--- config.mk ---
export PLATFORM = sky130hd
export DESIGN_NAME = cdb_ingress_channel
export DESIGN_NICKNAME = d
export VERILOG_FILES = /design/src/rtl/cdb_ingress_channel.sv
export SDC_FILE = /design/constraint.sdc
export NUM_CORES = 1
export LEC_CHECK = 0
export BUFFER_PORTS_ARGS = -buffer_cell sky130_fd_sc_hd__clkbuf_2
export CORE_MARGIN = 2
export CORE_UTILIZATION = 40
export CTS_CLUSTER_SIZE = 10
export DETAILED_ROUTE_END_ITERATION = 12
export HOLD_SLACK_MARGIN = 0.08
export PLACE_DENSITY = 0.65
export SYNTH_ARGS = -nofsm -noshare
export SYNTH_HDL_FRONTEND = slang
export SYNTH_SLANG_ARGS = --single-unit
export TNS_END_PERCENT = 30
--- constraint.sdc ---
create_clock -name clk_in -period 6.6 [get_ports clk_in]
set_clock_uncertainty 0.1 [all_clocks]
set_input_delay 0.33 -clock clk_in [delete_from_list [all_inputs] [get_ports clk_in]]
set_output_delay 0.33 -clock clk_in [all_outputs]
set_load 0.03 [all_outputs]
--- src/rtl/cdb_ingress_channel.sv ---
// -----------------------------------------------------------------------------
// cdb_ingress_channel
//
// Receive-side (in-domain) half of a CDB clock-domain-crossing channel for one
// DSU CHI channel. Flits arrive from the upstream CHI link under L-credit flow
// control and are written into a DEPTH-entry register FIFO. The Johnson-coded
// write pointer is published to the egress half, and the egress Johnson read
// pointer is synchronized back. Link credits are only issued when FIFO space
// is guaranteed, so a data write can never land on a full FIFO.
//
// Ports:
//   clk_in              in   in-domain clock (single clock)
//   rst_in              in   asynchronous active-high reset
//   rx_flitpend         in   link flit-pending hint
//   rx_flitv            in   flit valid
//   rx_flit             in   flit payload [CDB_FLIT_WIDTH]
//   rxcrdv              out  link credit grant, one credit per high cycle
//   crd_en              in   link active; credits are granted only while high
//   cdb_fifo_data_in2e  out  storage array, entry i at [W*(i+1)-1 : W*i]
//   wptr_r_in2e         out  registered Johnson write pointer
//   rptr_r_e2in         in   egress Johnson read pointer (asynchronous)
//   cdb_in_busy         out  rx_flitpend | ~empty, clock-gating hint
//   crd_err             out  sticky protocol error, cleared only by rst_in
// -----------------------------------------------------------------------------

// Default opcode field locations, used when the including environment does not
// provide the DSU CHI flit layout.
`ifndef DSU_CHI_REQ_FLIT_OPCODE_LEFT
`define DSU_CHI_REQ_FLIT_OPCODE_LEFT 7
`endif
`ifndef DSU_CHI_REQ_FLIT_OPCODE_RIGHT
`define DSU_CHI_REQ_FLIT_OPCODE_RIGHT 4
`endif
`ifndef DSU_CHI_RSP_FLIT_OPCODE_LEFT
`define DSU_CHI_RSP_FLIT_OPCODE_LEFT 7
`endif
`ifndef DSU_CHI_RSP_FLIT_OPCODE_RIGHT
`define DSU_CHI_RSP_FLIT_OPCODE_RIGHT 4
`endif
`ifndef DSU_CHI_SNP_FLIT_OPCODE_LEFT
`define DSU_CHI_SNP_FLIT_OPCODE_LEFT 7
`endif
`ifndef DSU_CHI_SNP_FLIT_OPCODE_RIGHT
`define DSU_CHI_SNP_FLIT_OPCODE_RIGHT 4
`endif
`ifndef DSU_CHI_DAT_FLIT_OPCODE_LEFT
`define DSU_CHI_DAT_FLIT_OPCODE_LEFT 7
`endif
`ifndef DSU_CHI_DAT_FLIT_OPCODE_RIGHT
`define DSU_CHI_DAT_FLIT_OPCODE_RIGHT 4
`endif

module cdb_ingress_channel #(
  parameter int CDB_FIFO_DEPTH = 8,
  parameter int CDB_FLIT_WIDTH = 8,
  parameter int CDB_CRD_MAX    = 4,
  parameter int CHANNEL        = 0
) (
  input  logic                                     clk_in,
  input  logic                                     rst_in,
  input  logic                                     rx_flitpend,
  input  logic                                     rx_flitv,
  input  logic [CDB_FLIT_WIDTH-1:0]                rx_flit,
  output logic                                     rxcrdv,
  input  logic                                     crd_en,
  output logic [CDB_FLIT_WIDTH*CDB_FIFO_DEPTH-1:0] cdb_fifo_data_in2e,
  output logic [CDB_FIFO_DEPTH-1:0]                wptr_r_in2e,
  input  logic [CDB_FIFO_DEPTH-1:0]                rptr_r_e2in,
  output logic                                     cdb_in_busy,
  output logic                                     crd_err
);

  localparam int N     = CDB_FIFO_DEPTH;
  localparam int W     = CDB_FLIT_WIDTH;
  localparam int PW    = $clog2(2 * N);   // pointer position 0..2N-1
  localparam int PW1   = PW + 1;          // headroom for modular arithmetic
  localparam int SW    = PW + 2;          // headroom for crd_out + occ
  localparam int CRD_W = $clog2(CDB_CRD_MAX + 1);

  localparam logic [PW1-1:0] TWO_N = PW1'(2 * N);

  // CHANNEL: 0 = REQ, 1 = RSP, 2 = SNP, 3 = DAT
  localparam int OPC_L = (CHANNEL == 0) ? `DSU_CHI_REQ_FLIT_OPCODE_LEFT :
                         (CHANNEL == 1) ? `DSU_CHI_RSP_FLIT_OPCODE_LEFT :
                         (CHANNEL == 2) ? `DSU_CHI_SNP_FLIT_OPCODE_LEFT :
                                          `DSU_CHI_DAT_FLIT_OPCODE_LEFT;
  localparam int OPC_R = (CHANNEL == 0) ? `DSU_CHI_REQ_FLIT_OPCODE_RIGHT :
                         (CHANNEL == 1) ? `DSU_CHI_RSP_FLIT_OPCODE_RIGHT :
                         (CHANNEL == 2) ? `DSU_CHI_SNP_FLIT_OPCODE_RIGHT :
                                          `DSU_CHI_DAT_FLIT_OPCODE_RIGHT;

  // ---------------------------------------------------------------------------
  // State
  // ---------------------------------------------------------------------------
  logic [N-1:0]          wptr_r;
  logic [N-1:0]          wptr_oh_r;
  logic [N-1:0]          rptr_meta;
  logic [N-1:0]          sync_rptr;
  logic [N-1:0][W-1:0]   fifo_mem;
  logic [CRD_W-1:0]      crd_out;

  // ---------------------------------------------------------------------------
  // Combinational
  // ---------------------------------------------------------------------------
  logic [PW1-1:0]        wpos;
  logic [PW1-1:0]        rpos;
  logic [PW1-1:0]        occ;
  logic                  empty;
  logic                  full;
  logic                  grant;
  logic                  flit_err;
  logic                  do_write;
  logic                  consume;
  logic [CRD_W-1:0]      crd_out_next;

  // Johnson position: the number of ones while the MSB is clear, otherwise
  // the pointer is in its second half and counts back from 2N.
  function automatic logic [PW1-1:0] ptr_pos(input logic [N-1:0] p);
    logic [PW1-1:0] ones;
    ones = '0;
    for (int i = 0; i < N; i++) ones = ones + PW1'(p[i]);
    return p[N-1] ? (TWO_N - ones) : ones;
  endfunction

  // ---------------------------------------------------------------------------
  // Egress read pointer synchronizer (2 flops). The Johnson code changes one
  // bit per step, so a sampled value is always either the old or new pointer.
  // ---------------------------------------------------------------------------
  // NOTE: sequential state uses non-blocking (<=) so every flop samples the
  // pre-edge value of its neighbours; blocking here would collapse the chain.
  always_ff @(posedge clk_in or posedge rst_in) begin
    if (rst_in) begin
      rptr_meta <= '0;
      sync_rptr <= '0;
    end else begin
      rptr_meta <= rptr_r_e2in;
      sync_rptr <= rptr_meta;
    end
  end

  // ---------------------------------------------------------------------------
  // Occupancy and status. sync_rptr lags the egress, so occ can only
  // overestimate, which keeps the credit decision safe.
  // ---------------------------------------------------------------------------
  assign wpos  = ptr_pos(wptr_r);
  assign rpos  = ptr_pos(sync_rptr);
  assign occ   = (wpos >= rpos) ? (wpos - rpos) : (wpos + TWO_N - rpos);
  assign empty = (wptr_r == sync_rptr);
  assign full  = (wptr_r == ~sync_rptr);

  // ---------------------------------------------------------------------------
  // Flit classification
  // ---------------------------------------------------------------------------
  // NOTE: every signal assigned in always_comb gets a default first, so no
  // path through the if-chain leaves it unassigned and infers a latch.
  always_comb begin
    flit_err = 1'b0;
    do_write = 1'b0;
    consume  = 1'b0;
    if (rx_flitv) begin
      if (crd_out == '0) begin
        flit_err = 1'b1;                       // flit without a credit
      end else if (rx_flit[OPC_L:OPC_R] == '0) begin
        consume  = 1'b1;                       // LCrdReturn, no write
      end else if (full) begin
        flit_err = 1'b1;                       // defensive: never overwrite
      end else begin
        do_write = 1'b1;
        consume  = 1'b1;
      end
    end
  end

  // A credit is granted only if the FIFO can absorb every credit already out
  // plus this one, counting entries the egress may not yet have released.
  assign grant = crd_en
              && (crd_out < CRD_W'(CDB_CRD_MAX))
              && ((SW'(crd_out) + SW'(occ)) < SW'(N));

  assign crd_out_next = crd_out + CRD_W'(grant) - CRD_W'(consume);

  // ---------------------------------------------------------------------------
  // Credit state
  // ---------------------------------------------------------------------------
  always_ff @(posedge clk_in or posedge rst_in) begin
    if (rst_in) begin
      crd_out <= '0;
      rxcrdv  <= 1'b0;
      crd_err <= 1'b0;
    end else begin
      crd_out <= crd_out_next;
      rxcrdv  <= grant;
      if (flit_err) crd_err <= 1'b1;
    end
  end

  // ---------------------------------------------------------------------------
  // Write pointers. The one-hot pointer selects the slot; the Johnson pointer
  // is what crosses to the egress domain.
  // ---------------------------------------------------------------------------
  always_ff @(posedge clk_in or posedge rst_in) begin
    if (rst_in) begin
      wptr_r    <= '0;
      wptr_oh_r <= N'(1);
    end else if (do_write) begin
      wptr_r    <= {wptr_r[N-2:0], ~wptr_r[N-1]};
      wptr_oh_r <= {wptr_oh_r[N-2:0], wptr_oh_r[N-1]};
    end
  end

  // ---------------------------------------------------------------------------
  // Storage. Data and wptr_r update on the same edge; the egress two-flop
  // pointer sync makes the data stable long before the pointer is seen.
  // ---------------------------------------------------------------------------
  // NOTE: the storage is reset because the egress reads it directly through
  // the flat output; a defined reset value keeps that bus free of X.
  always_ff @(posedge clk_in or posedge rst_in) begin
    if (rst_in) begin
      fifo_mem <= '0;
    end else begin
      for (int i = 0; i < N; i++) begin
        if (do_write && wptr_oh_r[i]) fifo_mem[i] <= rx_flit;
      end
    end
  end

  // ---------------------------------------------------------------------------
  // Outputs
  // ---------------------------------------------------------------------------
  assign cdb_fifo_data_in2e = fifo_mem;
  assign wptr_r_in2e        = wptr_r;
  assign cdb_in_busy        = rx_flitpend | ~empty;

endmodule

Word-level counts from Yosys, hierarchy flattened
Cells that the tools add are included.
{"block": "totals", "ff_bits": 101, "output_inout_bits": 75}
{"block": "classes", "mux": 14, "bitwise_logic": 4, "n_addsub": 22, "magnitude_cmp": 3, "n_eq_ne": 2, "reduce_logical": 12}
{"operator": "adder 5 x 1 -> 5 bit", "n": 6}
{"operator": "== test 8 bit", "n": 2}
{"operator": "two-way mux 5 bit", "n": 3}
{"operator": "two-way mux 1 bit", "n": 11}
{"operator": "adder 4 x 1 -> 5 bit", "n": 2}
{"operator": "logical AND 1 bit", "n": 10}
{"operator": "subtractor 5 bit", "n": 2}
{"operator": "subtractor 5 bit, first input constant", "n": 2}
{"operator": "adder 3 x 1 -> 4 bit", "n": 2}
{"operator": "inverter 8 bit", "n": 1}
{"operator": "adder 2 x 1 -> 3 bit", "n": 2}
{"operator": "adder 3 x 5 -> 6 bit", "n": 1}
{"operator": "< comparator 6 x 4 -> 1 bit, second input constant", "n": 1}
{"operator": "adder 5 bit, second input constant", "n": 1}
{"operator": ">= comparator 5 bit", "n": 1}
{"operator": "adder 1 x 1 -> 2 bit", "n": 2}
{"operator": "zero test 4 bit", "n": 1}
{"operator": "adder 3 x 1 -> 3 bit", "n": 1}
{"operator": "zero test 3 bit", "n": 1}
{"operator": "< comparator 3 bit, second input constant", "n": 1}
{"operator": "subtractor 3 x 1 -> 3 bit", "n": 1}
{"operator": "inverter 1 bit", "n": 2}
{"operator": "OR 1 bit", "n": 1}

Longest topological paths before layout
{"block": "depth", "depth_word": 17, "depth_mapped": 28}

Worst setup path after synthesis
No wires, ideal clock.
{"block": "synth_path", "kind": "register -> register", "start": "register wptr_r[0], in the netlist wptr_r_in2e[0]", "end": "register crd_out[2]", "t_required_ns": 6.375, "t_arrival_ns": 6.257, "setup_ns": 0.125, "path_stages_with_launch": 28, "setup_slack_ns": 0.119, "cell_sequence": "dfrtp_1 > inv_1 > fa_1 > fa_1 > fa_1 > inv_1 > ha_1 > inv_1 > fa_1 > ha_1 > nor2_1 > xor2_1 > inv_1 > ha_1 > inv_1 > fa_1 > o21ai_0 > ha_1 > nor3b_1 > nand2_1 > a31oi_1 > nand3_1 > ha_1 > inv_1 > ha_1 > fa_1 > xor2_1 > xnor2_1"}
{"block": "synth_between", "elab_chain_cells": 17, "word_cells_on_any_way": 24, "classes_between": "add/sub (14); order compare (2); eq/ne (1); mux (6); reduce/logical (1)"}
{"item": "start: declaration", "line": "95", "rtl": "logic [N-1:0] wptr_r;"}
{"item": "start signal: assignment", "line": "206", "rtl": "wptr_r <= {wptr_r[N-2:0], ~wptr_r[N-1]};"}
{"item": "adder 1 x 1 -> 2 bit", "line": "121", "rtl": "for (int i = 0; i < N; i++) ones = ones + PW1'(p[i]);"}
{"item": "adder 2 x 1 -> 3 bit", "line": "121"}
{"item": "adder 3 x 1 -> 4 bit", "line": "121"}
{"item": "adder 4 x 1 -> 5 bit", "line": "121"}
{"item": "adder 5 x 1 -> 5 bit (3 in series)", "line": "121"}
{"item": "subtractor 5 bit", "line": "122", "rtl": "return p[N-1] ? (TWO_N - ones) : ones;"}
{"item": "two-way mux 5 bit", "line": "122"}
{"item": "adder 5 bit", "line": "147", "rtl": "assign occ = (wpos >= rpos) ? (wpos - rpos) : (wpos + TWO_N - rpos);"}
{"item": "subtractor 5 bit", "line": "147"}
{"item": "two-way mux 5 bit", "line": "147"}
{"item": "adder 3 x 5 -> 6 bit", "line": "178", "rtl": "&& ((SW'(crd_out) + SW'(occ)) < SW'(N));"}
{"item": "< comparator 6 x 4 -> 1 bit", "line": "178"}
{"item": "logical AND 1 bit", "line": "178"}
{"item": "adder 3 x 1 -> 3 bit", "line": "180", "rtl": "assign crd_out_next = crd_out + CRD_W'(grant) - CRD_W'(consume);"}
{"item": "subtractor 3 x 1 -> 3 bit *", "line": "180"}
{"item": "net crd_out_next[2]", "line": "114", "rtl": "logic [CRD_W-1:0] crd_out_next;"}
{"item": "end signal: assignment", "line": "191", "rtl": "crd_out <= crd_out_next;"}
{"item": "end: declaration", "line": "100", "rtl": "logic [CRD_W-1:0] crd_out;"}
The timed path passes the listed nets; every way through them passes the cells marked *.
A chain may end at the register's enable or synchronous reset.

Final worst setup path
{"block": "layout_path", "start": "register wptr_r[3], in the netlist wptr_r_in2e[3]", "end": "register crd_out[2]"}
{"block": "layout_between", "elab_chain_cells": 15, "word_cells_on_any_way": 22, "classes_between": "add/sub (12); order compare (2); eq/ne (1); mux (6); reduce/logical (1)"}
{"item": "adder 3 x 1 -> 4 bit", "line": "121"}
{"item": "adder 4 x 1 -> 5 bit", "line": "121"}
{"item": "adder 5 x 1 -> 5 bit (3 in series)", "line": "121"}
{"item": "subtractor 5 bit", "line": "122"}
{"item": "two-way mux 5 bit", "line": "122"}
{"item": "adder 5 bit", "line": "147"}
{"item": "subtractor 5 bit", "line": "147"}
{"item": "two-way mux 5 bit", "line": "147"}
{"item": "adder 3 x 5 -> 6 bit", "line": "178"}
{"item": "< comparator 6 x 4 -> 1 bit", "line": "178"}
{"item": "logical AND 1 bit", "line": "178"}
{"item": "adder 3 x 1 -> 3 bit", "line": "180"}
{"item": "subtractor 3 x 1 -> 3 bit *", "line": "180"}
{"item": "net crd_out_next[2]", "line": "114"}
Marked as above.

==> impl_metrics.ini <==
[route]
first_pass_iters = 4
drt-initial-drc-count = 125
routedWlPerCell_um = 16.19
vias = 3100
ant_nets = 0
routed_wl_um = 10670
drc_errors = 0
vias_per_cell = 4.704

[die]
rows = 40
ios = 96
die-height_um = 115.8
die-area_mm2 = 0.01342
core-area_mm2 = 0.01211
fp.dieW_um = 115.8
initial_core_util = 0.4131

[grt]
use_met3 = 0.04707
grtUsageMet2 = 0.2756
gr-max-usage-layer = met2
grt_pass1_vias = 3312
grt_max_degree = 71
grt-ovfl-total = 0
grt_pass1_wl_um = 17280
gr-usage-met1 = 0.2165
track_usage = 0.1696
antenna_found_initial = 0

[logic_synthesis]
synth_warnings = 0
netlist_area_mm2 = 0.005004
synth_nets = 417
ys_seq_elements = 101
ys_types = 40
syn_avg_cell_area_um2 = 13.82
syn-instance-count = 362
yosysSeqAreaShare = 0.5054

[setup_path]
criticalPathCategory = flop to flop
cp.arrival_ns = 6.57
path_max_fanout = 4
start_kind = flop
timing.rr.start = wptr_r_in2e[3]$_DFFE_PP0P_
crit_start = wptr_r_in2e[3]$_DFFE_PP0P_
max_stage_delay_ns = 0.61
crit_family = adder cells
worst-endpoint-required_ns = 6.73
end_kind = flop
worst_path_max_delay_cell = fa_2
cp_common_cell = fa_1
cp.buffers_inverters = 5

[finish]
final_cell_mix = dfrtp_1, clkbuf_2, mux2_4
filler_cell_count = 1065
nets = 543
syn2layout_area_growth_pct = 25.53
drive_above_1_share = 0.4827
layout.cells.most_common = dfrtp_1
antenna_cells = 0
seqCellArea_mm2 = 0.002530
multi_input_area_mm2 = 0.002427

[place]
gp_congestion = 0.8300
port-buffer-count = 95
dpl.hpwl_um = 7394

[status]
status = finished clean

[clock_tree]
htree_num_levels = 3
clk-insertion-delay-late_ns = 0.35
cts_made_buffers = 9
ctsRootBufferMaster = clkbuf_16
clockBufferDepth = 2
cts_tree = yes
cts_num_sinks = 101
path_clk_slew_ns = 0.07

[worst_hold_path]
hp-start = rx_flitv
hp-class = primary input to flop

[sta]
finalSetupViolCount = 0
finalMaxSlewViolations = 0
fmax_mhz = 155.4
slew_headroom = 0.4167
tightest_slew_ns = 0.8710
hold_viol_final = 0
layout_min_cycle_time_ns = 6.436
timing.final.crit_share = 0.9752
rsz0062_at_grt = true
tns_ns = 0

[flow_run]
cap_violations = 0
==> synth_stat cells <==
cell type  number  area [µm²]
nand2b_1        1       6.260
buf_6           1       11.26
nand3b_1        1       7.510
or4_1           1       7.510
o31a_1          1       8.760
a31oi_1         4       25.02
nor4b_1         1       8.760
nand3_1         2       10.01
a21o_1          2       15.01
buf_12          1       20.02
a31o_2          2       17.52
buf_2           1       5.000
nand2_1        28       105.1
nand2_8         7       140.1
a211o_1         2       17.52
mux2_2          9       101.4
dfstp_2         1       26.28
mux2_4         56       840.8
inv_1          47       176.4
ha_1           20       250.2
nand2_2         1       6.260
a21boi_0        1       7.510
and4_1          1       8.760
nand4_1         3       18.77
and3b_1         1       8.760
o211ai_1        2       15.01
dfrtp_1       100        2502
fa_1           14       280.3
a221oi_1        1       8.760
a21oi_1         2       10.01
o211a_4         1       17.52
xor2_1          7       61.31
or4_4           2       22.52
o21ai_0         7       35.03
a311o_1         1       10.01
and3_1          3       18.77
xnor2_1        11       96.34
nor2_1          8       30.03
o21ai_1         6       30.03
nor3b_1         2       15.01
==> what timing repair did <==
action | 4_1_cts | 5_1_grt
setup buffers | 1 | 11
endpoints found under the hold margin | 39 | 0
pin swaps | 0 | 26
hold buffers | 9 | 0
resized for setup | 0 | 45
cloned | 0 | 0
setup endpoints to repair | 1 | 2
==> final cells by class <==
| cell class | count | share of cell area |
|---|---|---|
| repair buffers | 118 | 0.1068 |
| multi-input cells | 211 | 0.3865 |
| clock inverters | 5 | 0.005777 |
| clock buffers | 9 | 0.03586 |
| flip-flops and latches | 101 | 0.4028 |
| inverters | 47 | 0.02888 |
| well taps | 168 | 0.03347 |
==> state kept, by name (all words and copies together), names as in the netlist <==
signal	flops
rptr_meta	8
cdb_fifo_data_in2e	64
wptr_oh_r	8
rxcrdv	1
crd_err	1
wptr_r_in2e	8
crd_out	3
sync_rptr	8
==> metrics by stage <==
stage	hold WS, ns	std cells	instance area (µm²)	worst slack [ns]	util
3_3_place_gp	0.2337	624	5670	0.1830	0.4682
2_1_floorplan	0.2312	362	5004	0.1189	-
4_1_cts	0.1635	648	6030	0.03033	0.4978
6_report	0.1893	659	6281	0.1638	0.5186
5_1_grt	0.1947	659	6281	-0.06986	0.5186
3_5_place_dp	0.2362	624	5670	-0.03389	0.4682
==> path summary, 6_finish.rpt <==
check	cells after the start	to	slack, ns
hold / removal	2	crd_err$_DFFE_PP0P_	0.19
hold reg to reg	0	sync_rptr[0]$_DFF_PP0_	0.25
setup reg to reg	26	crd_out[2]$_DFF_PP0_	0.16
min in group asynchronous	3	rptr_meta[1]$_DFF_PP0_	0.43
max in group asynchronous	4	cdb_fifo_data_in2e[12]$_DFFE_PP0P_	4.78
setup / recovery	26	crd_out[2]$_DFF_PP0_	0.16
==> kinds of logic (layout without fill, tap and decap cells) <==
family,Yosys count,count (layout),share of synthesized area
adder cells (fa/ha/maj),34,34,0.1060
multiplexers,65,65,0.1883
AO/OA/AOI/OAI,32,32,0.04351
flip-flops,101,101,0.5054
XOR/XNOR,18,18,0.03151
buffers and inverters,50,179,0.04251
AND/OR/NAND/NOR,62,62,0.08277
==> routing by layer <==
| layer | routed length, µm | part of all wire |
|---|---|---|
| met1 | 4700 | 0.44 |
| met2 | 5188 | 0.49 |
| met3 | 575 | 0.054 |
| met5 | 0 | 0 |
| met4 | 206 | 0.019 |
Power is not shown: default switching activity piles up to over one toggle a cycle in this logic, so the estimate is an artifact.
